[src/rtl/fadd_sub_pipe.sv]
// Three-stage elastic IEEE-754 add/subtract: S1 unpack/swap/align, S2 add/normalise, S3 round/pack/flags.
// Special operands (NaN/Inf) are resolved in S1 and override the datapath result in S3.
module fadd_sub_pipe #(
    parameter int EXPWIDTH   = 5,
    parameter int PRECISION  = 10,
    parameter int CTRL_WIDTH = 32
) (
    input  logic                        clk,
    input  logic                        rst,
    input  logic                        in_valid_i,
    output logic                        in_ready_o,
    input  logic [EXPWIDTH+PRECISION:0] a_i,
    input  logic [EXPWIDTH+PRECISION:0] b_i,
    input  logic                        op_i,
    input  logic [2:0]                  rm_i,
    input  logic [CTRL_WIDTH-1:0]       ctrl_i,
    output logic                        out_valid_o,
    input  logic                        out_ready_i,
    output logic [EXPWIDTH+PRECISION:0] result_o,
    output logic [4:0]                  fflags_o,
    output logic [CTRL_WIDTH-1:0]       ctrl_o
);
    localparam int W  = EXPWIDTH + PRECISION + 1;
    localparam int MW = PRECISION + 4;
    localparam int XW = EXPWIDTH + 2;
    localparam int RW = PRECISION + 2;
    localparam logic [XW-1:0]       MW_X     = XW'(MW);
    localparam logic [XW-1:0]       EMAX     = XW'((1 << EXPWIDTH) - 1);
    localparam logic [EXPWIDTH-1:0] EXP_MAXF = {{(EXPWIDTH-1){1'b1}}, 1'b0};
    localparam logic [W-1:0]        QNAN     = {1'b0, {EXPWIDTH{1'b1}}, 1'b1, {(PRECISION-1){1'b0}}};
    localparam logic [2:0] RNE = 3'd0, RTZ = 3'd1, RDN = 3'd2, RUP = 3'd3, RMM = 3'd4;

    typedef struct packed {
        logic                  sign;
        logic                  sub;
        logic [XW-1:0]         exp;
        logic [MW-1:0]         ml;
        logic [MW-1:0]         ms;
        logic [2:0]            rm;
        logic                  sp;
        logic                  sp_nv;
        logic [W-1:0]          sp_res;
        logic [CTRL_WIDTH-1:0] ctrl;
    } s1_t;

    typedef struct packed {
        logic                  sign;
        logic                  zero;
        logic [XW-1:0]         exp;
        logic [MW-1:0]         mant;
        logic [2:0]            rm;
        logic                  sp;
        logic                  sp_nv;
        logic [W-1:0]          sp_res;
        logic [CTRL_WIDTH-1:0] ctrl;
    } s2_t;

    typedef struct packed {
        logic [W-1:0]          res;
        logic [4:0]            flags;
        logic [CTRL_WIDTH-1:0] ctrl;
    } s3_t;

    logic v1_q, v1_d, v2_q, v2_d, v3_q, v3_d;
    s1_t  s1_q, s1_d;
    s2_t  s2_q, s2_d;
    s3_t  s3_q, s3_d;

    logic adv1, adv2, adv3;
    assign adv3       = !v3_q || out_ready_i;
    assign adv2       = !v2_q || adv3;
    assign adv1       = !v1_q || adv2;
    assign in_ready_o = adv1;

    // Per-operand unpack; B's sign already carries the add/sub selection.
    logic [W-1:0]       opnd   [2];
    logic               u_sign [2];
    logic               u_nan  [2];
    logic               u_snan [2];
    logic               u_inf  [2];
    logic [XW-1:0]      u_exp  [2];
    logic [PRECISION:0] u_mant [2];

    assign opnd[0] = a_i;
    assign opnd[1] = b_i;

    genvar gi;
    generate
        for (gi = 0; gi < 2; gi++) begin : g_unpack
            logic [EXPWIDTH-1:0]  ef;
            logic [PRECISION-1:0] ff;
            assign ef         = opnd[gi][W-2:PRECISION];
            assign ff         = opnd[gi][PRECISION-1:0];
            assign u_sign[gi] = opnd[gi][W-1] ^ (op_i && (gi == 1));
            assign u_nan[gi]  = (&ef) && (|ff);
            assign u_snan[gi] = (&ef) && (|ff) && !ff[PRECISION-1];
            assign u_inf[gi]  = (&ef) && !(|ff);
            assign u_exp[gi]  = (ef == '0) ? XW'(1) : XW'(ef);
            assign u_mant[gi] = {|ef, ff};
        end
    endgenerate

    // S1: swap so the larger magnitude is first, then align the smaller one with sticky.
    logic               a_big, sp_hit, sp_nv;
    logic [W-1:0]       sp_res;
    logic [XW-1:0]      exp_l, exp_s, diff;
    logic [PRECISION:0] mant_l, mant_s;
    logic [MW-1:0]      ext_s, aligned;
    logic [2:0]         rm_n;

    always_comb begin
        a_big  = {u_exp[0], u_mant[0]} >= {u_exp[1], u_mant[1]};
        exp_l  = a_big ? u_exp[0] : u_exp[1];
        exp_s  = a_big ? u_exp[1] : u_exp[0];
        mant_l = a_big ? u_mant[0] : u_mant[1];
        mant_s = a_big ? u_mant[1] : u_mant[0];
        diff   = exp_l - exp_s;
        ext_s  = {mant_s, 3'b000};
        if (diff >= MW_X) begin
            aligned    = '0;
            aligned[0] = |mant_s;
        end else begin
            aligned    = ext_s >> diff;
            aligned[0] = aligned[0] | (|(ext_s & ~({MW{1'b1}} << diff)));
        end
        rm_n   = (rm_i > RMM) ? RNE : rm_i;
        sp_hit = 1'b1;
        sp_nv  = 1'b0;
        sp_res = QNAN;
        if (u_nan[0] || u_nan[1]) begin
            sp_nv = u_snan[0] || u_snan[1];
        end else if (u_inf[0] && u_inf[1] && (u_sign[0] != u_sign[1])) begin
            sp_nv = 1'b1;
        end else if (u_inf[0]) begin
            sp_res = {u_sign[0], {EXPWIDTH{1'b1}}, {PRECISION{1'b0}}};
        end else if (u_inf[1]) begin
            sp_res = {u_sign[1], {EXPWIDTH{1'b1}}, {PRECISION{1'b0}}};
        end else begin
            sp_hit = 1'b0;
        end
    end

    // S2: magnitude add/subtract, then normalise without pushing below exponent 1.
    logic [MW:0]   sum;
    logic [XW-1:0] lz, lim, sh, norm_exp;
    logic [MW-1:0] norm_mant;
    logic          sum_zero;

    always_comb begin
        sum = s1_q.sub ? ({1'b0, s1_q.ml} - {1'b0, s1_q.ms}) : ({1'b0, s1_q.ml} + {1'b0, s1_q.ms});
        lz  = MW_X;
        for (int i = 0; i < MW; i++) begin
            if (sum[i]) lz = XW'(MW - 1 - i);
        end
        lim = s1_q.exp - XW'(1);
        sh  = (lz < lim) ? lz : lim;
        if (sum[MW]) begin
            norm_mant = sum[MW:1] | {{(MW-1){1'b0}}, sum[0]};
            norm_exp  = s1_q.exp + XW'(1);
        end else begin
            norm_mant = sum[MW-1:0] << sh;
            norm_exp  = s1_q.exp - sh;
        end
        sum_zero = (sum == '0);
    end

    // S3: round on G/R/S, renormalise a rounding carry, detect overflow, pack.
    logic            lsb, grd, rs, inexact, up, hid, ovf, nx;
    logic [RW-1:0]   rounded;
    logic [XW-1:0]   rexp;
    logic [PRECISION-1:0] frac;
    logic [EXPWIDTH-1:0]  pexp;
    logic [W-1:0]    p_res, ovf_res;
    logic [4:0]      p_flags;

    always_comb begin
        lsb     = s2_q.mant[3];
        grd     = s2_q.mant[2];
        rs      = s2_q.mant[1] | s2_q.mant[0];
        inexact = grd | rs;
        case (s2_q.rm)
            RTZ:     up = 1'b0;
            RDN:     up = inexact && s2_q.sign;
            RUP:     up = inexact && !s2_q.sign;
            RMM:     up = grd;
            default: up = grd && (rs || lsb);
        endcase
        rounded = {1'b0, s2_q.mant[MW-1:3]} + RW'(up);
        if (rounded[RW-1]) begin
            hid  = 1'b1;
            frac = rounded[PRECISION:1];
            rexp = s2_q.exp + XW'(1);
        end else begin
            hid  = rounded[PRECISION];
            frac = rounded[PRECISION-1:0];
            rexp = s2_q.exp;
        end
        ovf  = rexp >= EMAX;
        nx   = inexact || ovf;
        pexp = hid ? rexp[EXPWIDTH-1:0] : '0;
        case (s2_q.rm)
            RTZ:     ovf_res = {s2_q.sign, EXP_MAXF, {PRECISION{1'b1}}};
            RDN:     ovf_res = s2_q.sign ? {1'b1, {EXPWIDTH{1'b1}}, {PRECISION{1'b0}}}
                                         : {1'b0, EXP_MAXF, {PRECISION{1'b1}}};
            RUP:     ovf_res = s2_q.sign ? {1'b1, EXP_MAXF, {PRECISION{1'b1}}}
                                         : {1'b0, {EXPWIDTH{1'b1}}, {PRECISION{1'b0}}};
            default: ovf_res = {s2_q.sign, {EXPWIDTH{1'b1}}, {PRECISION{1'b0}}};
        endcase
        if (s2_q.sp) begin
            p_res   = s2_q.sp_res;
            p_flags = {s2_q.sp_nv, 4'b0000};
        end else if (s2_q.zero) begin
            p_res   = {s2_q.sign, {(W-1){1'b0}}};
            p_flags = 5'b00000;
        end else if (ovf) begin
            p_res   = ovf_res;
            p_flags = 5'b00101;
        end else begin
            p_res   = {s2_q.sign, pexp, frac};
            p_flags = {3'b000, nx && (pexp == '0), nx};
        end
    end

    // Each stage loads only when it advances and its upstream holds a valid op.
    always_comb begin
        v1_d = v1_q;
        v2_d = v2_q;
        v3_d = v3_q;
        s1_d = s1_q;
        s2_d = s2_q;
        s3_d = s3_q;
        if (adv1) begin
            v1_d = in_valid_i;
            if (in_valid_i) begin
                s1_d.sign   = a_big ? u_sign[0] : u_sign[1];
                s1_d.sub    = u_sign[0] ^ u_sign[1];
                s1_d.exp    = exp_l;
                s1_d.ml     = {mant_l, 3'b000};
                s1_d.ms     = aligned;
                s1_d.rm     = rm_n;
                s1_d.sp     = sp_hit;
                s1_d.sp_nv  = sp_nv;
                s1_d.sp_res = sp_res;
                s1_d.ctrl   = ctrl_i;
            end
        end
        if (adv2) begin
            v2_d = v1_q;
            if (v1_q) begin
                s2_d.sign   = (sum_zero && s1_q.sub) ? (s1_q.rm == RDN) : s1_q.sign;
                s2_d.zero   = sum_zero;
                s2_d.exp    = norm_exp;
                s2_d.mant   = norm_mant;
                s2_d.rm     = s1_q.rm;
                s2_d.sp     = s1_q.sp;
                s2_d.sp_nv  = s1_q.sp_nv;
                s2_d.sp_res = s1_q.sp_res;
                s2_d.ctrl   = s1_q.ctrl;
            end
        end
        if (adv3) begin
            v3_d = v2_q;
            if (v2_q) begin
                s3_d.res   = p_res;
                s3_d.flags = p_flags;
                s3_d.ctrl  = s2_q.ctrl;
            end
        end
    end

    always_ff @(posedge clk or posedge rst) begin
        if (rst) begin
            v1_q <= 1'b0;
            v2_q <= 1'b0;
            v3_q <= 1'b0;
            s1_q <= '0;
            s2_q <= '0;
            s3_q <= '0;
        end else begin
            v1_q <= v1_d;
            v2_q <= v2_d;
            v3_q <= v3_d;
            s1_q <= s1_d;
            s2_q <= s2_d;
            s3_q <= s3_d;
        end
    end

    assign out_valid_o = v3_q;
    assign result_o    = s3_q.res;
    assign fflags_o    = s3_q.flags;
    assign ctrl_o      = s3_q.ctrl;
endmodule

[config.mk]
export PLATFORM = sky130hd
export DESIGN_NAME = fadd_sub_pipe
export DESIGN_NICKNAME = d
export VERILOG_FILES = /design/src/rtl/fadd_sub_pipe.sv
export SDC_FILE = /design/constraint.sdc
export NUM_CORES = 1
export LEC_CHECK = 0
export ABC_AREA = 1
export CAP_MARGIN = 20
export CORE_ASPECT_RATIO = 1.4
export CORE_MARGIN = 5
export CORE_UTILIZATION = 60
export DETAILED_ROUTE_END_ITERATION = 7
export GPL_TIMING_DRIVEN = 1
export PLACE_DENSITY = 0.83
export SLEW_MARGIN = 20
export SYNTH_ARGS = -nofsm -noshare
export SYNTH_HDL_FRONTEND = slang
export SYNTH_SLANG_ARGS = --single-unit
[constraint.sdc]
create_clock -name clk -period 11.6 [get_ports clk]
set_input_delay 2.32 -clock clk [delete_from_list [all_inputs] [get_ports clk]]
set_output_delay 2.32 -clock clk [all_outputs]
set_load 0.005 [all_outputs]
==> results.py <==
metrics = {
    "clock_tree": {
        "cts.sinks": 190,
        "htreeDepth": 4,
        "clock_latency_ns": 0.44,
        "cts_buffer_depth": 2,
        "numCtsBuffers": 17,
        "cts_tree": "built",
        "cts-root-buf": "clkbuf_16",
        "holdBufCountCts": 0,
        "post_cts_buffers": 0,
        "cts.clk_slew.worst_paths_ns": 0.08,
        "cts_resized": 0,
    },
    "power": {
        "switching_power_mw": 1.36,
        "p_leak_nw": 6.96,
        "irDropWorstVdd_v": 0.000103,
        "p_comb_share_pct": 46.8,
        "p_int_mw": 1.71,
        "seqPwrFrac_pct": 32.8,
        "switching_share_pct": 44.3,
        "finalPower_mw": 3.07,
        "power_frac_clock_pct": 20.3,
        "powerDensity_nw_per_um2": 221,
    },
    "worst_setup_path": {
        "reg2reg_slack_ns": 6.12,
        "cp_max_fo": 42,
        "cp_slowest_cell": "nand3_2",
        "slowest_delay_ns": 0.57,
        "worst_ep_required_time_ns": 11.93,
        "timing.rr.start": "s1_q[70]",
        "criticalPathCategory": "input port to register",
        "rr_worst_depth": 29,
        "worst-path-buf-inv": 5,
        "critPathTopFamily": "simple AND/OR/NAND/NOR gates",
        "r2r_end": "s2_q[69]",
        "cp-start-kind": "input port",
        "end_kind": "register",
        "worstPathArrival_ns": 7.34,
        "crit_top_cell": "nand2_1",
    },
    "synth": {
        "synth.distinct_cells": 57,
        "synth_compound_area_share_pct": 14.6,
        "async_flop_share_pct": 100,
        "synth_xor_area_share_pct": 1.61,
        "syn_area_um2": 11900,
        "netlist_instances": 1676,
        "muxShareOfSynthArea_pct": 0.168,
        "ys.flop_type": "dfrtp_1",
        "ys_seq_area_share_pct": 39.9,
        "ys.warnings.count": 0,
        "syn-num-nets": 1802,
        "synth_top_family_by_area": "simple AND/OR/NAND/NOR gates",
        "synth_edf_count": 0,
        "syn_avg_cell_area_um2": 7.11,
        "yosys.area_share.simple_pct": 28.6,
        "synth_adder_area_share_pct": 5.80,
        "synth_seq_cells": 190,
    },
    "die": {
        "dieArea_um2": 22800,
        "die_h_um": 177,
        "pin_count": 127,
        "start_util_pct": 60.5,
        "die_x_um": 129,
        "coreArea_um2": 19700,
        "row_count": 61,
    },
    "global_route": {
        "grt.total_usage_pct": 29.5,
        "grt_pass1_vias": 11147,
        "grt_max_degree": 125,
        "grt_pass1_wl_mm": 54.1,
        "grt_overflow_total": 0,
        "antenna_found_initial": 0,
    },
    "place": {
        "hpwl_mm": 25.1,
        "place_area_um2": 13200,
        "io_buffers": 125,
        "gp_congestion": 1.03,
    },
    "job": {
        "max_cap_violations": 0,
    },
    "hold_path": {
        "holdPathEnd": "s1_q[46]",
        "hp-start": "s1_q[46]",
        "min_path_type": "register to register",
        "min_path_cells": 2,
    },
    "timing": {
        "tightest_slew_ns": 0.905,
        "fmax_ghz": 0.143,
        "skew_ns": 0.0118,
        "setup_tns_ns": 0,
        "rsz0062_at_grt": "no",
        "setup_viol": 0,
        "min_period_over_period_pct": 60.4,
        "period_needed_ns": 7.01,
        "slew_violations": 0,
        "relSlewSlack_pct": 39.6,
        "finalHoldViolCount": 0,
    },
    "layout": {
        "stdcell_area_um2": 13900,
        "area_growth_pct": 16.5,
        "fin_nets": 1883,
        "n_antenna_cell": 0,
        "layout-drive-gt1-share_pct": 4.92,
    },
    "route": {
        "vias": 11428,
        "ant_nets": 0,
        "drtIter0Drc": 834,
        "routed_via_density": 5.65,
        "wire_per_inst_um": 16.5,
        "drc": 0,
        "dr.pass1.iters": 5,
        "wirelength_mm": 33.4,
    },
    "outcome": {
        "run_status": "completed",
    },
}
==> area by class of cell <==
type,instances,area [µm²]
clock buffer,17,425
multi-input combinational,1207,6060
timing repair buffer,131,1300
fill,1679,5810
clock inverter,15,228
tap,252,315
inverter,210,796
sequential,190,4750
==> kinds of logic after synthesis <==
family / Yosys count
buffers and inverters: 279
AOI/OAI and AO/OA: 314
other: 1
and+or+nand+nor: 815
adders and majority gates: 54
xor gates and xnor gates: 21
DFF: 190
muxes: 2
==> cells in the mapped netlist, drive strengths merged, types with 2 or more instances <==
cell | n | area share [%]
o2111ai | 2 | 0.15
nand4 | 13 | 0.68
nand3b | 2 | 0.13
xnor2 | 6 | 0.44
clkbuf | 48 | 1.5
inv | 208 | 6.6
fa | 2 | 0.34
nor2 | 92 | 2.9
clkinv | 2 | 0.063
a21boi | 2 | 0.16
nor4 | 14 | 0.73
nand2 | 537 | 17
o211ai | 9 | 0.57
o21bai | 5 | 0.32
o21ai | 189 | 8.2
nor3b | 2 | 0.13
xor2 | 15 | 1.2
a21oi | 72 | 3.1
o22ai | 12 | 0.63
mux2i | 2 | 0.17
buf | 21 | 1.1
a211oi | 2 | 0.13
nand3 | 128 | 5.5
o31ai | 3 | 0.19
ha | 52 | 5.5
a31oi | 5 | 0.26
o41ai | 2 | 0.15
a22oi | 2 | 0.13
nor3 | 18 | 0.89
a22o | 2 | 0.15
o21a | 2 | 0.13
dfrtp | 190 | 40
or2 | 8 | 0.42
==> worst register-to-register path, delay by kind of cell (launching register included) <==
kind | cells | cell delay, ns
AND/OR/NAND/NOR | 13 | 1.51
flip-flops | 1 | 0.39
AO/OA/AOI/OAI | 6 | 1.33
buffers and inverters | 6 | 0.74
adder cells (fa/ha/maj) | 4 | 1.37
==> how the worst max path moves through the flow <==
stage               startpoint        end  depth (start not counted)
finish                 a_i[14]   s1_q[53]                         27
global route           a_i[14]   s1_q[55]                         23
CTS                    a_i[14]   s1_q[53]                         27
detailed placement     a_i[14]   s1_q[53]                         27
global placement       a_i[14]   s1_q[53]                         27
floorplan                  rst  ctrl_o[0]                          1
==> stage by stage <==
stage | hold WS, ns | std cells | worst slack [ns] | utilization, %
after floorplan | 0.420 | 1676 | 4.11 | -
after global placement | 0.441 | 1990 | 4.25 | 67.2
after detailed placement | 0.453 | 1990 | 4.20 | 67.2
after CTS | 0.472 | 2022 | 4.65 | 70.5
after global routing | 0.493 | 2022 | 4.01 | 70.5
final | 0.470 | 2022 | 4.59 | 70.5
==> flip-flops by register name, indices dropped and copies added, names as in the netlist <==
register	count
fflags_o	4
ctrl_o	32
grd	1
v2_q	1
s1_q	72
result_o	16
out_valid_o	1
v1_q	1
s2_q	61
lsb	1
==> power by group through the flow <==
stage / clock, mW / sequential [mW] / combinational, mW
after floorplan: 0 / 0.982 / 0.992
after global placement: 0 / 1.01 / 1.39
after detailed placement: 0 / 1.02 / 1.42
after CTS: 0.629 / 1.01 / 1.43
after global routing: 0.655 / 1.03 / 1.62
final: 0.624 / 1.01 / 1.44
==> metal layers <==
metal,part of all wire (%),global-route usage [%],vias to the layer above
li1,-,-,5584
met4,5.8,15.9,0
met5,0,0,-
met1,38,34.5,5352
met3,4.5,3.96,95
met2,52,51.9,397
==> layout by cell type, fill, tap and decap left out, types with 3 or more instances in the layout <==
cell / instances
nand2_1: 526
inv_1: 197
dfrtp_1: 190
o21ai_0: 176
nand3_1: 125
clkdlybuf4s50_1: 125
nor2_1: 90
a21oi_1: 69
ha_1: 52
clkbuf_16: 17
nor3_1: 16
nor4_1: 14
xor2_1: 14
nand4_1: 13
o22ai_1: 12
inv_2: 11
nand2_2: 10
o211ai_1: 9
o21ai_1: 7
or2_2: 7
xnor2_1: 6
inv_12: 6
buf_4: 6
a31oi_1: 5
o21bai_1: 5
o21ai_2: 5
clkinv_8: 5
a21oi_2: 3
o31ai_1: 3
nand3_2: 3
(Power assumes the default switching activity.)
